==> src/rtl/guess_evaluator.sv <==
// Guess evaluator: compares a locked BCD guess against the secret for the round, tracks attempts and win/loss. Optional HINT_DISTANCE_EN adds the hot output.
// Latency: confirm sampled at edge E0, guess latched at E1, result registered at E2, and result_valid pulses in the cycle after E2.
// Backpressure: none; a confirm seen while busy or in a terminal state is dropped, not queued.
module guess_evaluator #(
  parameter int MAX_ATTEMPTS = 7,
  parameter int ATTEMPT_W    = 4,
  parameter int HOT_RANGE    = 10
) (
  input  logic                 clk,
  input  logic                 restart,
  input  logic [1:0]           max_digits,
  input  logic [3:0]           secret_digit_1,
  input  logic [3:0]           secret_digit_2,
  input  logic [3:0]           secret_digit_3,
  input  logic                 secret_valid,
  input  logic                 confirm,
  input  logic [3:0]           compare_digit_1,
  input  logic [3:0]           compare_digit_2,
  input  logic [3:0]           compare_digit_3,
  output logic                 result_valid,
  output logic                 too_low,
  output logic                 too_high,
  output logic                 correct,
  output logic                 invalid_guess,
  output logic [ATTEMPT_W-1:0] attempts_used,
  output logic [ATTEMPT_W-1:0] attempts_left,
  output logic                 game_won,
  output logic                 game_lost,
`ifdef HINT_DISTANCE_EN
  output logic                 busy,
  output logic                 hot
`else
  output logic                 busy
`endif
);

  if (MAX_ATTEMPTS < 1 || MAX_ATTEMPTS >= (2 ** ATTEMPT_W) || HOT_RANGE < 0) begin : g_bad_params
    $error("guess_evaluator: parameter out of range");
  end

  localparam logic [ATTEMPT_W-1:0] MAX_A = ATTEMPT_W'(MAX_ATTEMPTS);

  typedef enum logic [2:0] {
    S_IDLE, S_READY, S_WAIT, S_COMPARE, S_WON, S_LOST
  } state_t;

  state_t state_q, state_d;

  logic [3:0] secret_1_q, secret_2_q, secret_3_q;
  logic [3:0] guess_1_q, guess_2_q, guess_3_q;
  logic       result_valid_q, too_low_q, too_high_q, correct_q, invalid_q;
  logic [ATTEMPT_W-1:0] attempts_used_q;

  // Unused upper digits are zeroed on both sides so they cannot sway the compare.
  logic [1:0]  eff_digits;
  logic        use_2, use_3;
  logic [3:0]  g1, g2, g3, s1, s2, s3;
  logic [11:0] guess_cat, secret_cat;
  logic        guess_invalid, guess_lt, guess_gt, guess_eq;
  logic        at_limit_next;

  always_comb begin
    eff_digits    = (max_digits == 2'd0) ? 2'd1 : max_digits;
    use_2         = (eff_digits >= 2'd2);
    use_3         = (eff_digits == 2'd3);
    g1            = guess_1_q;
    g2            = use_2 ? guess_2_q : 4'd0;
    g3            = use_3 ? guess_3_q : 4'd0;
    s1            = secret_1_q;
    s2            = use_2 ? secret_2_q : 4'd0;
    s3            = use_3 ? secret_3_q : 4'd0;
    guess_cat     = {g3, g2, g1};
    secret_cat    = {s3, s2, s1};
    guess_invalid = (g1 > 4'd9) || (g2 > 4'd9) || (g3 > 4'd9);
    guess_lt      = (guess_cat < secret_cat);
    guess_gt      = (guess_cat > secret_cat);
    guess_eq      = (guess_cat == secret_cat);
    at_limit_next = ((attempts_used_q + 1'b1) == MAX_A);
  end

  always_ff @(posedge clk) begin
    if (restart) begin
      state_q <= S_IDLE;
    end else begin
      state_q <= state_d;
    end
  end

  always_comb begin
    state_d = state_q;
    case (state_q)
      S_IDLE:    if (secret_valid) state_d = S_READY;
      S_READY:   if (confirm) state_d = S_WAIT;
      S_WAIT:    state_d = S_COMPARE;
      S_COMPARE: begin
        if (guess_invalid)      state_d = S_READY;
        else if (guess_eq)      state_d = S_WON;
        else if (at_limit_next) state_d = S_LOST;
        else                    state_d = S_READY;
      end
      S_WON:     state_d = S_WON;
      S_LOST:    state_d = S_LOST;
      default:   state_d = S_IDLE;
    endcase
  end

  always_comb begin
    busy      = (state_q == S_WAIT) || (state_q == S_COMPARE);
    game_won  = (state_q == S_WON);
    game_lost = (state_q == S_LOST);
  end

`ifdef HINT_DISTANCE_EN
  logic       hot_q;
  logic [9:0] guess_bin, secret_bin, distance;
  logic       hot_d;

  function automatic logic [9:0] bcd_to_bin(input logic [3:0] h, input logic [3:0] t,
                                            input logic [3:0] o);
    return (10'(h) * 10'd100) + (10'(t) * 10'd10) + 10'(o);
  endfunction

  always_comb begin
    guess_bin  = bcd_to_bin(g3, g2, g1);
    secret_bin = bcd_to_bin(s3, s2, s1);
    distance   = (guess_bin >= secret_bin) ? (guess_bin - secret_bin) : (secret_bin - guess_bin);
    hot_d      = !guess_invalid && !guess_eq && (distance <= 10'(HOT_RANGE));
  end

  always_ff @(posedge clk) begin
    if (restart) begin
      hot_q <= 1'b0;
    end else if (state_q == S_COMPARE) begin
      hot_q <= hot_d;
    end
  end

  assign hot = hot_q;
`endif

  always_ff @(posedge clk) begin
    if (restart) begin
      secret_1_q      <= 4'd0;
      secret_2_q      <= 4'd0;
      secret_3_q      <= 4'd0;
      guess_1_q       <= 4'd0;
      guess_2_q       <= 4'd0;
      guess_3_q       <= 4'd0;
      result_valid_q  <= 1'b0;
      too_low_q       <= 1'b0;
      too_high_q      <= 1'b0;
      correct_q       <= 1'b0;
      invalid_q       <= 1'b0;
      attempts_used_q <= '0;
    end else begin
      result_valid_q <= 1'b0;
      if (state_q == S_IDLE && secret_valid) begin
        secret_1_q <= secret_digit_1;
        secret_2_q <= secret_digit_2;
        secret_3_q <= secret_digit_3;
      end
      if (state_q == S_WAIT) begin
        guess_1_q <= compare_digit_1;
        guess_2_q <= compare_digit_2;
        guess_3_q <= compare_digit_3;
      end
      if (state_q == S_COMPARE) begin
        result_valid_q <= 1'b1;
        invalid_q      <= guess_invalid;
        too_low_q      <= !guess_invalid && guess_lt;
        too_high_q     <= !guess_invalid && guess_gt;
        correct_q      <= !guess_invalid && guess_eq;
        if (!guess_invalid && attempts_used_q != MAX_A) begin
          attempts_used_q <= attempts_used_q + 1'b1;
        end
      end
    end
  end

  assign result_valid  = result_valid_q;
  assign too_low       = too_low_q;
  assign too_high      = too_high_q;
  assign correct       = correct_q;
  assign invalid_guess = invalid_q;
  assign attempts_used = attempts_used_q;
  assign attempts_left = MAX_A - attempts_used_q;

endmodule

==> config.mk <==
export PLATFORM = sky130hd
export DESIGN_NAME = guess_evaluator
export DESIGN_NICKNAME = d
export VERILOG_FILES = /design/src/rtl/guess_evaluator.sv
export SDC_FILE = /design/constraint.sdc
export NUM_CORES = 1
export LEC_CHECK = 0
export ABC_AREA = 1
export CORE_MARGIN = 2
export CORE_UTILIZATION = 44
export DETAILED_ROUTE_END_ITERATION = 8
export GPL_TIMING_DRIVEN = 0
export PLACE_DENSITY = 0.75
export SLEW_MARGIN = 20
export SYNTH_ARGS = -nofsm -noshare
export SYNTH_HDL_FRONTEND = slang
export SYNTH_SLANG_ARGS = --single-unit
==> constraint.sdc <==
create_clock -name clk -period 1.5 [get_ports clk]
set_input_delay 0.15 -clock clk [delete_from_list [all_inputs] [get_ports clk]]
set_output_delay 0.15 -clock clk [all_outputs]
set_load 0.01 [all_outputs]
==> metrics.md, run 1 <==
| Metric | Value |
|---|---|
| Run status | `finished, violations left` |
| Failing checks | `negative setup slack` |
| Number of global-route vias before repair | `1738` |
| R2r endpoint | `too_high$_SDFFE_PP0P_` |
| Clock slew seen by the registers of the worst setup and hold paths | `roughly 0.070 ns` |
| GRT Overall Usage | `~20%` |
| Tcrit/Tclk final | `107.6%` |
| Hold path depth | `2` |
| Mapped Cells | `roughly 260` |
| Antenna viol nets, final | `0` |
| Number of nets in the layout | `362` |
| Post-synthesis sequential area ratio | `38.40%` |
| Final Hold Fails | `0` |
| CP dominant cell by count | `a21oi_2` |
| Finished Core Util | `~65%` |
| Max rail drop VDD | `0.7622 mV` |
| Worst EP arrival | `1.79 ns` |
| Min-Delay Path Class | `in -> reg` |
| DP Wirelength | `between 3000 and 4000 µm` |
| First-pass GRT wire length | `7631 µm` |
| DR pass1 iterations | `4` |
| R2R Setup Slk | `-0.11 ns` |
| Clock root cell | `clkbuf_8` |
| Post-Syn Area | `~0.0019 mm²` |
| Syn nets | `302` |
| Req. time, crit path | `1.67 ns` |
| Detailed router's first-iteration violation count | `113` |
| Post-Route WL | `4628 µm` |
| Die W | `69.31 µm` |
| Area growth syn-to-layout | `40.93%` |
| Core footprint | `roughly 0.0041 mm²` |
| Crit path setup slack, layout | `-0.1140 ns` |
| Slew @ Worst Pin | `0.4555 ns` |
| Worst Setup Start Kind | `flip-flop` |
| GRT met3 Usage | `4.215%` |
| CP max-delay cell | `dfxtp_2` |
| Filler Cells Inserted | `approximately 340` |
| Pleak | `1.186 nW` |
| Min Hold Slack | `around 0.22 ns` |
| Via density | `4.911` |
| FF-to-FF Start | `guess_3_q[1]$_SDFFE_PP0P_` |
| Hold buffers post-CTS | `0` |
| Critical Path End Type | `flip-flop` |
| Placement Rows | `23` |
| Busiest grt layer | `met2` |
| Initial core utilization | `between 40% and 50%` |
| Routed vias | `1817` |
| Peak Freq | `619.6 MHz` |
| Cell variety after synth | `27` |
| Met1 GRT Util | `roughly a quarter` |
| Yosys Warn Count | `0` |
| Max Transition Viols Final | `0` |
| Port-buffer cells | `between 40 and 50` |
| Die area | `0.004804 mm²` |
| PwrDens | `997.1 mW/mm²` |
| Layout cell share with drive strength beyond 1 | `20.00%` |
| WHS Endpoint | `state_q[1]$_SDFFE_PP0P_` |
| GRT Residual Overflow | `0` |
| RD Place Congestion | `0.8185` |
| Clock sink count | `36` |
| CP top delay family | `simple AND/OR/NAND/NOR gates` |
| Met2 usage | `32.91%` |
| Overall power | `0.002637 W` |
| CP Max Fanout | `2` |
| Routed wire per std cell | `12.51 µm` |
| Final setup vio count | `5` |
| CP Class | `reg -> reg` |
| Rel. slew slack | `69.64%` |
| # diodes | `0` |
| Skew-Pair Late Insertion Delay | `~0.3 ns` |
| CTS H-tree lvls | `2` |
| Initial antenna violation count | `0` |
| RSZ-0062 raised after global routing | `true` |
| Max Root-Sink Buffers | `2` |
| Critical path's largest stage delay | `0.33 ns` |
| Worst-case clock skew | `~0.0024 ns` |
| CP Cell Sequence | `inv_2, nor2_2, ha_1, a21oi_2, nor2_1, nor3_2, nand3_1, nand2_1, a21oi_2` |
| R2R cell count | `9` |
| Max-cap violations | `0` |
| CTS tree | `done` |
| #FFs+latches synth | `36` |
| Tmin final | `between 1.5 and 2 ns` |
| Die Height | `69.31 µm` |
| Min-delay src | `restart` |
| Mean Syn Cell Area | `7.246 µm²` |
| Largest net degree at the start of global routing | `13` |
| Ports | `46` |
| Crit path buf inv count | `1` |
| TritonCTS Buffers | `5` |
| Drc violations | `0` |
==> synthesized netlist by cell type (all sizes together) <==
cell / number / share of area, %
o211ai: 2 / 0.80
inv: 46 / 9.2
nor3: 3 / 1.4
nand2: 37 / 7.8
ha: 13 / 8.7
nand3: 12 / 3.2
o2111a: 1 / 0.60
xor2: 1 / 0.47
dfxtp: 36 / 38
buf: 5 / 1.8
clkbuf: 4 / 0.87
nor2: 31 / 7.3
nand4: 4 / 2.1
a21oi: 30 / 8.2
o21ai: 33 / 8.8
o31ai: 1 / 0.40
==> placed cells by master, fill, tap and decap left out, types with 2 or more instances in the layout <==
cell type / netlist / layout
a21oi_2: 1 / 2
clkdlybuf4s50_1: 0 / 38
dlygate4sd2_1: 0 / 3
nor2_2: 2 / 4
o21ai_1: 2 / 4
clkbuf_8: 0 / 5
dfxtp_2: 0 / 7
buf_4: 1 / 10
inv_1: 41 / 36
dlymetal6s2s_1: 0 / 2
nand4_1: 3 / 3
nor2_1: 27 / 22
buf_2: 3 / 3
o211ai_1: 2 / 2
clkbuf_1: 3 / 3
ha_1: 13 / 12
nand3_1: 12 / 9
inv_2: 5 / 10
nand2_2: 0 / 3
o21ai_0: 31 / 29
a21oi_1: 29 / 28
dfxtp_1: 36 / 28
nand2_1: 36 / 33
buf_6: 1 / 2
nand3_2: 0 / 3
nor2_4: 2 / 5
==> state kept, by name, summed over array words and instances (netlist names) <==
register / count
too_low: 1
s1: 4
correct: 1
state_q: 3
result_valid: 1
too_high: 1
guess_2_q: 4
g1: 4
invalid_guess: 1
secret_3_q: 4
attempts_used: 4
guess_3_q: 4
secret_2_q: 4
==> cells by family after synthesis <==
| logic type | after synthesis | share of synthesized area [%] |
|---|---|---|
| AO/OA/AOI/OAI | 67 | 18.80 |
| XOR/XNOR | 1 | 0.4668 |
| adder cells (fa/ha/maj) | 13 | 8.667 |
| buffers and inverters | 55 | 11.87 |
| flip-flops | 36 | 38.40 |
| AND/OR/NAND/NOR | 87 | 21.80 |
==> metal layers <==
metal / share of wire (%) / up-vias
li1: - / 957
met4: 2.2 / 0
met3: 5.3 / 11
met2: 48 / 46
met5: 0 / -
met1: 44 / 803
==> metrics by stage <==
step / instances / area [µm²] / setup TNS, ns / setup WS [ns]
after floorplan: 259 / 1877 / 0 / 0.01688
after global placement: 352 / 2370 / -2.561 / -0.5507
after detailed placement: 352 / 2370 / -2.615 / -0.5504
after CTS: 364 / 2532 / -0.03291 / -0.01935
after global routing: 370 / 2645 / -0.8334 / -0.2140
final: 370 / 2645 / -0.3619 / -0.1140
==> where the power goes <==
part,leakage [nW],total (W),switching (W),internal (W)
Combinational,0.834,0.000670,0.000373,0.000297
Clock,0.0541,0.000859,0.000367,0.000492
Sequential,0.298,0.00111,0.0000566,0.00105
Total,1.19,0.00264,0.000797,0.00184
==> worst reg2reg max path: cells and delay by family, from the launching register on <==
family / cells / cell delay, ns
adder cells (fa/ha/maj): 1 / 0.33
flip-flops: 1 / 0.33
buffers and inverters: 1 / 0.06
AND/OR/NAND/NOR: 5 / 0.55
AO/OA/AOI/OAI: 2 / 0.21
==> what timing repair did <==
action	CTS	global route
setup endpoints to repair	8	16
pin swaps	8	19
resized for setup	16	23
setup buffers	4	6
==> cell type report <==
cell class                      count  area, µm²  share of cell area, %
Inverter                           46      172.7                  6.528
Buffer                              9      50.05                  1.892
Clock inverter                      3      42.54                  1.608
Timing Repair Buffer               53      510.5                  19.30
Multi-Input combinational cell    168       1005                  37.98
Tap cell                           50      62.56                  2.365
Sequential cell                    36      733.2                  27.72
Clock buffer                        5      68.82                  2.602
==> worst max-delay path by stage <==
stage	from	endpoint	slack, ns	cells past startpoint
after global placement	max_digits[0]	too_high$_SDFFE_PP0P_	-0.55	13
after global routing	guess_3_q[1]$_SDFFE_PP0P_	too_high$_SDFFE_PP0P_	-0.21	9
after floorplan	max_digits[1]	too_high$_SDFFE_PP0P_	0.02	13
final	guess_3_q[1]$_SDFFE_PP0P_	too_high$_SDFFE_PP0P_	-0.11	9
after CTS	guess_3_q[2]$_SDFFE_PP0P_	state_q[0]$_SDFFE_PP0P_	-0.02	12
after detailed placement	max_digits[0]	too_high$_SDFFE_PP0P_	-0.55	13
(Power assumes the default switching activity.)
==> inputs of run 2 (changes only) <==
--- a/config.mk
+++ b/config.mk
@@ -8,8 +8,9 @@
 export ABC_AREA = 1
 export CORE_MARGIN = 2
-export CORE_UTILIZATION = 44
+export CORE_UTILIZATION = 46
+export CTS_BUF_LIST = sky130_fd_sc_hd__clkbuf_4
 export DETAILED_ROUTE_END_ITERATION = 8
 export GPL_TIMING_DRIVEN = 0
-export PLACE_DENSITY = 0.75
+export PLACE_DENSITY = 0.78
 export SLEW_MARGIN = 20
 export SYNTH_ARGS = -nofsm -noshare
==> constraint.sdc (replaced) <==
create_clock -name clk -period 1.4 [get_ports clk]
set_input_delay 0.14 -clock clk [delete_from_list [all_inputs] [get_ports clk]]
set_output_delay 0.14 -clock clk [all_outputs]
set_load 0.005 [all_outputs]
==> run 2 against run 1 <==
  * The run still ends with negative setup slack left
  * Critical path depth increased by 2
  * Die area decreased by 4.1%
  * Clock power decreased by 15%
  * Wire length increased by 12%
  * Hold slack got worse by 0.027 ns
  * Non-clock buffer count increased by 13
  * Global-route usage increased by 3.3 points
  * Via count increased by 8.0%
  * Combinational power increased by 19%
  * Maximum frequency decreased by 3.7%
  * Sequential share of layout area decreased by 0.99 points
==> metrics.md, run 2 (synthesized netlist as in run 1, its figures left out) <==
| Metric | Value |
|---|---|
| R2R Setup Slk | `-0.28 ns (was -0.11 ns)` |
| Die W | `67.88 µm (was 69.31 µm)` |
| Worst-case clock skew | `0.003693 ns (was 0.002412 ns)` |
| Min-Delay Path Class | `in -> reg (unchanged)` |
| Crit path setup slack, layout | `-0.2754 ns (was -0.1140 ns)` |
| Number of global-route vias before repair | `1750 (was 1738)` |
| Max Transition Viols Final | `0 (unchanged)` |
| Max Root-Sink Buffers | `2 (unchanged)` |
| Peak Freq | `596.9 MHz (was 619.6 MHz)` |
| Detailed router's first-iteration violation count | `140 (was 113)` |
| Clock slew seen by the registers of the worst setup and hold paths | `0.11 ns (was 0.07 ns)` |
| Antenna viol nets, final | `0 (unchanged)` |
| Worst Setup Start Kind | `flip-flop (unchanged)` |
| Die Height | `67.88 µm (was 69.31 µm)` |
| Number of nets in the layout | `375 (was 362)` |
| Initial core utilization | `47.26% (was 46.25%)` |
| Die area | `0.004607 mm² (was 0.004804 mm²)` |
| GRT Overall Usage | `22.92% (was 19.66%)` |
| Via density | `5.123 (was 4.911)` |
| Skew-Pair Late Insertion Delay | `0.35 ns (was 0.30 ns)` |
| Port-buffer cells | `43 (unchanged)` |
| Run status | `finished, violations left (unchanged)` |
| Min-delay src | `restart (unchanged)` |
| Initial antenna violation count | `0 (unchanged)` |
| RD Place Congestion | `0.8083 (was 0.8185)` |
| CP Max Fanout | `3 (was 2)` |
| DR pass1 iterations | `4 (unchanged)` |
| CTS tree | `done (unchanged)` |
| Post-DP Area | `0.002374 mm² (was 0.002370 mm²)` |
| Max rail drop VDD | `0.6386 mV (was 0.7622 mV)` |
| Max-cap violations | `0 (unchanged)` |
| Setup_tns | `-1.338 ns (was -0.3619 ns)` |
| RSZ-0062 raised after global routing | `true (unchanged)` |
| Critical Path End Type | `flip-flop (unchanged)` |
| Largest net degree at the start of global routing | `12 (was 13)` |
| Pleak | `1.298 nW (was 1.186 nW)` |
| WHS Endpoint | `state_q[1]$_SDFFE_PP0P_ (unchanged)` |
| GRT Residual Overflow | `0 (unchanged)` |
| Final Hold Fails | `0 (unchanged)` |
| Min Hold Slack | `0.1907 ns (was 0.2176 ns)` |
| Commonest cells after routing, fill and taps aside | `inv_1 (35), clkdlybuf4s50_1 (32), nand2_1 (31) (was clkdlybuf4s50_1 (38), inv_1 (36), nand2_1 (33))` |
| Worst EP arrival | `1.95 ns (was 1.79 ns)` |
| Placement Rows | `23 (unchanged)` |
| TritonCTS Buffers | `5 (unchanged)` |
| # diodes | `0 (unchanged)` |
| Routed vias | `1962 (was 1817)` |
| Tcrit/Tclk final | `119.7% (was 107.6%)` |
| Overall power | `0.002722 W (was 0.002637 W)` |
| Clock root cell | `clkbuf_4 (was clkbuf_8)` |
| Post-route cell area | `0.002785 mm² (was 0.002645 mm²)` |
| Filler Cells Inserted | `317 (was 339)` |
| Failing checks | `negative setup slack (unchanged)` |
| Slew @ Worst Pin | `0.4656 ns (was 0.4555 ns)` |
| R2r endpoint | `state_q[2]$_SDFFE_PP0P_ (was too_high$_SDFFE_PP0P_)` |
| Routed wire per std cell | `13.51 µm (was 12.51 µm)` |
| Drc violations | `0 (unchanged)` |
| Ports | `46 (unchanged)` |
| Clock sink count | `36 (unchanged)` |
| Tmin final | `1.675 ns (was 1.614 ns)` |
| DP Wirelength | `3386 µm (was 3214 µm)` |
| Layout cell share with drive strength beyond 1 | `27.33% (was 20.00%)` |
| CP Class | `reg -> reg (unchanged)` |
| Final setup vio count | `10 (was 5)` |
| Rel. slew slack | `68.96% (was 69.64%)` |
| First-pass GRT wire length | `7755 µm (was 7631 µm)` |
| R2R cell count | `11 (was 9)` |
| Post-Route WL | `5175 µm (was 4628 µm)` |
| Req. time, crit path | `1.68 ns (was 1.67 ns)` |
| Core footprint | `0.003971 mm² (was 0.004058 mm²)` |
| Area growth syn-to-layout | `48.40% (was 40.93%)` |
| FF-to-FF Start | `guess_3_q[2]$_SDFFE_PP0P_ (was guess_3_q[1]$_SDFFE_PP0P_)` |
| Hold buffers post-CTS | `0 (unchanged)` |
| Hold path depth | `2 (unchanged)` |
| PwrDens | `977.3 mW/mm² (was 997.1 mW/mm²)` |
| Commonest non-fill, non-tap cell in the layout | `inv_1 (was clkdlybuf4s50_1)` |
| CTS H-tree lvls | `2 (unchanged)` |
[run 2: how the worst max path moves through the flow]
| stage | from | end | slack (ns) | depth (start not counted) |
|---|---|---|---|---|
| after global routing | secret_3_q[2]$_SDFFE_PP0P_ | state_q[2]$_SDFFE_PP0P_ | -0.34 | 10 |
| after detailed placement | max_digits[0] | too_high$_SDFFE_PP0P_ | -0.62 | 13 |
| after global placement | max_digits[0] | too_high$_SDFFE_PP0P_ | -0.60 | 13 |
| after CTS | guess_3_q[3]$_SDFFE_PP0P_ | too_high$_SDFFE_PP0P_ | -0.13 | 11 |
| after floorplan | max_digits[1] | too_high$_SDFFE_PP0P_ | -0.02 | 13 |
| final | guess_3_q[2]$_SDFFE_PP0P_ | state_q[2]$_SDFFE_PP0P_ | -0.28 | 11 |
[run 2: metrics by stage]
step | utilization (%) | std cells | setup WS (ns)
6_report | 70.13 | 383 | -0.2754
3_3_place_gp | 59.77 | 352 | -0.6038
2_1_floorplan | - | 259 | -0.02384
4_1_cts | 66.38 | 379 | -0.1268
5_1_grt | 70.13 | 383 | -0.3381
3_5_place_dp | 59.77 | 352 | -0.6218
[run 2: timing repair]
item                       4_1_cts  5_1_grt
pin swaps                       13        6
setup endpoints to repair       29       28
buffers inserted                19        4
gates resized for setup         33       41
[run 2: cell type report]
class	count	area [µm²]	share of cell area [%]
plain buffers	9	60.06	2.156
clock buffers	5	37.54	1.348
clock inverters	3	37.54	1.348
inverters	46	172.7	6.199
multi-input cells	168	1047	37.60
flip-flops and latches	36	744.5	26.73
well taps	50	62.56	2.246
repair buffers	66	623.1	22.37
[run 2: metal layers]
layer  part of all wire, %  GRT usage [%]
met1                    42          28.21
met2                    49          39.09
met3                   6.4          5.263
met4                   1.9          8.500
met5                     0              0
[run 2: report_power, final]
part	internal, W	leakage [nW]	switching, W
Combinational	0.000367	0.957	0.000428
Clock	0.000365	0.0403	0.000369
Sequential	0.00113	0.301	0.0000670
Total	0.00186	1.30	0.000864
[run 2: worst max-delay path: stages (launching register included)]
cell	delay, ns
dfxtp_2	0.34
inv_2	0.06
nor2_2	0.03
ha_1	0.29
nand2_2	0.10
inv_2	0.07
nand2_1	0.05
nor2_1	0.12
nand3_1	0.15
o21ai_1	0.15
nand2_1	0.09
a21oi_1	0.16
==> inputs of run 3 (changes only) <==
Settings changed: CORE_UTILIZATION 46 to 44, CTS_BUF_LIST sky130_fd_sc_hd__clkbuf_4 to default, MAX_ROUTING_LAYER from default to met4, PLACE_DENSITY 0.78 to 0.75.
==> run 3 against run 2 <==
  * The run still ends with negative setup slack left
  * Sequential share of layout area increased by 0.16 points
  * Clock skew increased by 0.0095 ns
  * Sequential power about the same
  * Critical path depth increased by 1
  * Final area decreased by 1.1%
  * Sequential cell count unchanged
  * Hold slack improved by 0.042 ns
  * Maximum frequency increased by 4.1%
==> metrics.md, run 3 (synthesized netlist as in run 1, its figures left out) <==
| Metric | Value |
|---|---|
| Routed vias | `1897 (was 1962)` |
| Clock root cell | `clkbuf_8 (was clkbuf_4)` |
| Worst-case clock skew | `0.01315 ns (was 0.003693 ns)` |
| Clock slew seen by the registers of the worst setup and hold paths | `0.08 ns (was 0.11 ns)` |
| Final setup vio count | `8 (was 10)` |
| Initial antenna violation count | `0 (unchanged)` |
| Failing checks | `negative setup slack (unchanged)` |
| Crit path setup slack, layout | `-0.2094 ns (was -0.2754 ns)` |
| Rel. slew slack | `70.93% (was 68.96%)` |
| CP Max Fanout | `3 (unchanged)` |
| Layout cell share with drive strength beyond 1 | `25.69% (was 27.33%)` |
| Peak Freq | `621.3 MHz (was 596.9 MHz)` |
| Stages on the worst setup path | `12 (was 11)` |
| Req. time, crit path | `1.56 ns (was 1.68 ns)` |
| Antenna viol nets, final | `0 (unchanged)` |
| Critical path's largest stage delay | `0.33 ns (was 0.34 ns)` |
| Number of global-route vias before repair | `1802 (was 1750)` |
| # diodes | `0 (unchanged)` |
| Via density | `5.032 (was 5.123)` |
| Slew @ Worst Pin | `0.4361 ns (was 0.4656 ns)` |
| Tmin final | `1.609 ns (was 1.675 ns)` |
| Post-DP Area | `0.002374 mm² (unchanged)` |
| Area growth syn-to-layout | `46.80% (was 48.40%)` |
| Die W | `69.31 µm (was 67.88 µm)` |
| Initial core utilization | `46.25% (was 47.26%)` |
| Clock sink count | `36 (unchanged)` |
| Number of nets in the layout | `370 (was 375)` |
| CP top delay family | `simple AND/OR/NAND/NOR gates (unchanged)` |
| Internal power | `0.001932 W (was 0.001858 W)` |
| Reg power frac | `42.7% (was 43.8%)` |
| TritonCTS Buffers | `5 (unchanged)` |
| P_sw | `0.0008579 W (was 0.0008639 W)` |
| Combinational power share | `28.6% (was 29.2%)` |
| Crit path buf inv count | `2 (unchanged)` |
| Filler Cells Inserted | `331 (was 317)` |
| Switching Share | `30.75% (was 31.74%)` |
| Max-cap violations | `0 (unchanged)` |
| Drc violations | `0 (unchanged)` |
| DR pass1 iterations | `4 (unchanged)` |
| Max rail drop VDD | `0.5671 mV (was 0.6386 mV)` |
| Hold path depth | `2 (unchanged)` |
| Ports | `46 (unchanged)` |
| Final Instance Count excl. Fillers | `377 (was 383)` |
| Worst EP arrival | `1.77 ns (was 1.95 ns)` |
| Placed Cells | `352 (unchanged)` |
| Detailed router's first-iteration violation count | `152 (was 140)` |
| Run status | `finished, violations left (unchanged)` |
| CP max-delay cell | `dfxtp_2 (unchanged)` |
| Post-Route WL | `4960 µm (was 5175 µm)` |
| Port-buffer cells | `43 (unchanged)` |
| Die area | `0.004804 mm² (was 0.004607 mm²)` |
| Critical Path End Type | `flip-flop (unchanged)` |
| CTS H-tree lvls | `2 (unchanged)` |
| GRT Overall Usage | `21.79% (was 22.92%)` |
| Largest net degree at the start of global routing | `19 (was 12)` |
| PwrDens | `1013 mW/mm² (was 977.3 mW/mm²)` |
| Max Root-Sink Buffers | `2 (unchanged)` |
| CP Class | `reg -> reg (unchanged)` |
| CP dominant cell by count | `nand2_1` |
| Post-route cell area | `0.002755 mm² (was 0.002785 mm²)` |
| Routed wire per std cell | `13.16 µm (was 13.51 µm)` |
| Commonest cells after routing, fill and taps aside | `clkdlybuf4s50_1 (40), inv_1 (35), nand2_1 (30) (was inv_1 (35), clkdlybuf4s50_1 (32), nand2_1 (31))` |
| Setup_tns | `-0.8980 ns (was -1.338 ns)` |
| Clock Power Share | `28.7% (was 26.9%)` |
| CTS tree | `done (unchanged)` |
| GRT Residual Overflow | `0 (unchanged)` |
| RD Place Congestion | `0.9049 (was 0.8083)` |
| Tcrit/Tclk final | `115.0% (was 119.7%)` |
| RSZ-0062 raised after global routing | `true (unchanged)` |
| Max Transition Viols Final | `0 (unchanged)` |
| DP Wirelength | `3329 µm (was 3386 µm)` |
| Core footprint | `0.004058 mm² (was 0.003971 mm²)` |
| First-pass GRT wire length | `8162 µm (was 7755 µm)` |
| Hold buffers post-CTS | `0 (unchanged)` |
| Pleak | `1.218 nW (was 1.298 nW)` |
| Die Height | `69.31 µm (was 67.88 µm)` |
| Final Hold Fails | `0 (unchanged)` |
| Min-Delay Path Class | `in -> reg (unchanged)` |
| Skew-Pair Late Insertion Delay | `0.30 ns (was 0.35 ns)` |
| Finished Core Util | `67.90% (was 70.13%)` |
| CP Cell Sequence | `inv_2, nor2_2, ha_1, nand2_2, inv_1, nand2_1, nor2_1, nand3_1, nand2_1, nand3_1, nand2_1, a21oi_2 (was inv_2, nor2_2, ha_1, nand2_2, inv_2, nand2_1, nor2_1, nand3_1, o21ai_1, nand2_1, a21oi_1)` |
| Post-place setup slack | `-0.6341 ns (was -0.6218 ns)` |
| Placement Rows | `23 (unchanged)` |
| Commonest non-fill, non-tap cell in the layout | `clkdlybuf4s50_1 (was inv_1)` |
| Worst Setup Start Kind | `flip-flop (unchanged)` |
| R2R cell count | `12 (was 11)` |
[run 3: worst reg2reg max path, cell delays in order (launching register included)]
cell and delay [ns]:
dfxtp_2 0.33, inv_2 0.06, nor2_2 0.04, ha_1 0.29, nand2_2 0.10, inv_1 0.09
nand2_1 0.06, nor2_1 0.09, nand3_1 0.11, nand2_1 0.10, nand3_1 0.08, nand2_1 0.08
a21oi_2 0.05
[run 3: through the flow]
stage | total power, W | hold WS (ns)
2_1_floorplan | 0.001592 | 0.2749
3_3_place_gp | 0.001798 | 0.4335
3_5_place_dp | 0.001818 | 0.4403
4_1_cts | 0.002669 | 0.1999
5_1_grt | 0.002948 | 0.2231
6_report | 0.002790 | 0.2327
[run 3: routing by layer]
metal | vias to the layer above | GRT usage, % | routed length, µm
met1 | 869 | 25.65 | 2197
met3 | 10 | 4.942 | 165
met5 | - | - | 0
met2 | 41 | 35.58 | 2492
met4 | 0 | 9.586 | 104
li1 | 977 | - | -
[run 3: power by group through the flow]
stage	sequential (W)	combinational, W	clock (W)
after floorplan	0.00119	0.000400	0
after global placement	0.00120	0.000596	0
after detailed placement	0.00121	0.000611	0
after CTS	0.00119	0.000672	0.000810
after global routing	0.00120	0.000881	0.000864
final	0.00119	0.000798	0.000800
[run 3: final timing paths]
path / endpoint / startpoint / slack [ns]
setup / recovery: state_q[0]$_SDFFE_PP0P_ / guess_3_q[2]$_SDFFE_PP0P_ / -0.21
hold / removal: result_valid$_SDFF_PP0_ / restart / 0.23
setup reg to reg: state_q[0]$_SDFFE_PP0P_ / guess_3_q[2]$_SDFFE_PP0P_ / -0.21
hold reg to reg: secret_3_q[3]$_SDFFE_PP0P_ / secret_3_q[3]$_SDFFE_PP0P_ / 0.45
[run 3: timing repair]
item	in CTS	in global routing
gates resized for setup	21	34
endpoints found under the setup margin	21	27
buffers inserted	13	9
cloned	0	0
pin swaps	9	13
[run 3: final cells by class]
| class | count | area [µm²] | area share (%) |
|---|---|---|---|
| Tap cell | 50 | 62.56 | 2.271 |
| Multi-Input combinational cell | 168 | 1059 | 38.42 |
| Buffer | 8 | 48.80 | 1.771 |
| Clock buffer | 7 | 96.34 | 3.497 |
| Inverter | 46 | 175.2 | 6.358 |
| Timing Repair Buffer | 62 | 573.1 | 20.80 |
| Sequential cell | 36 | 740.7 | 26.88 |
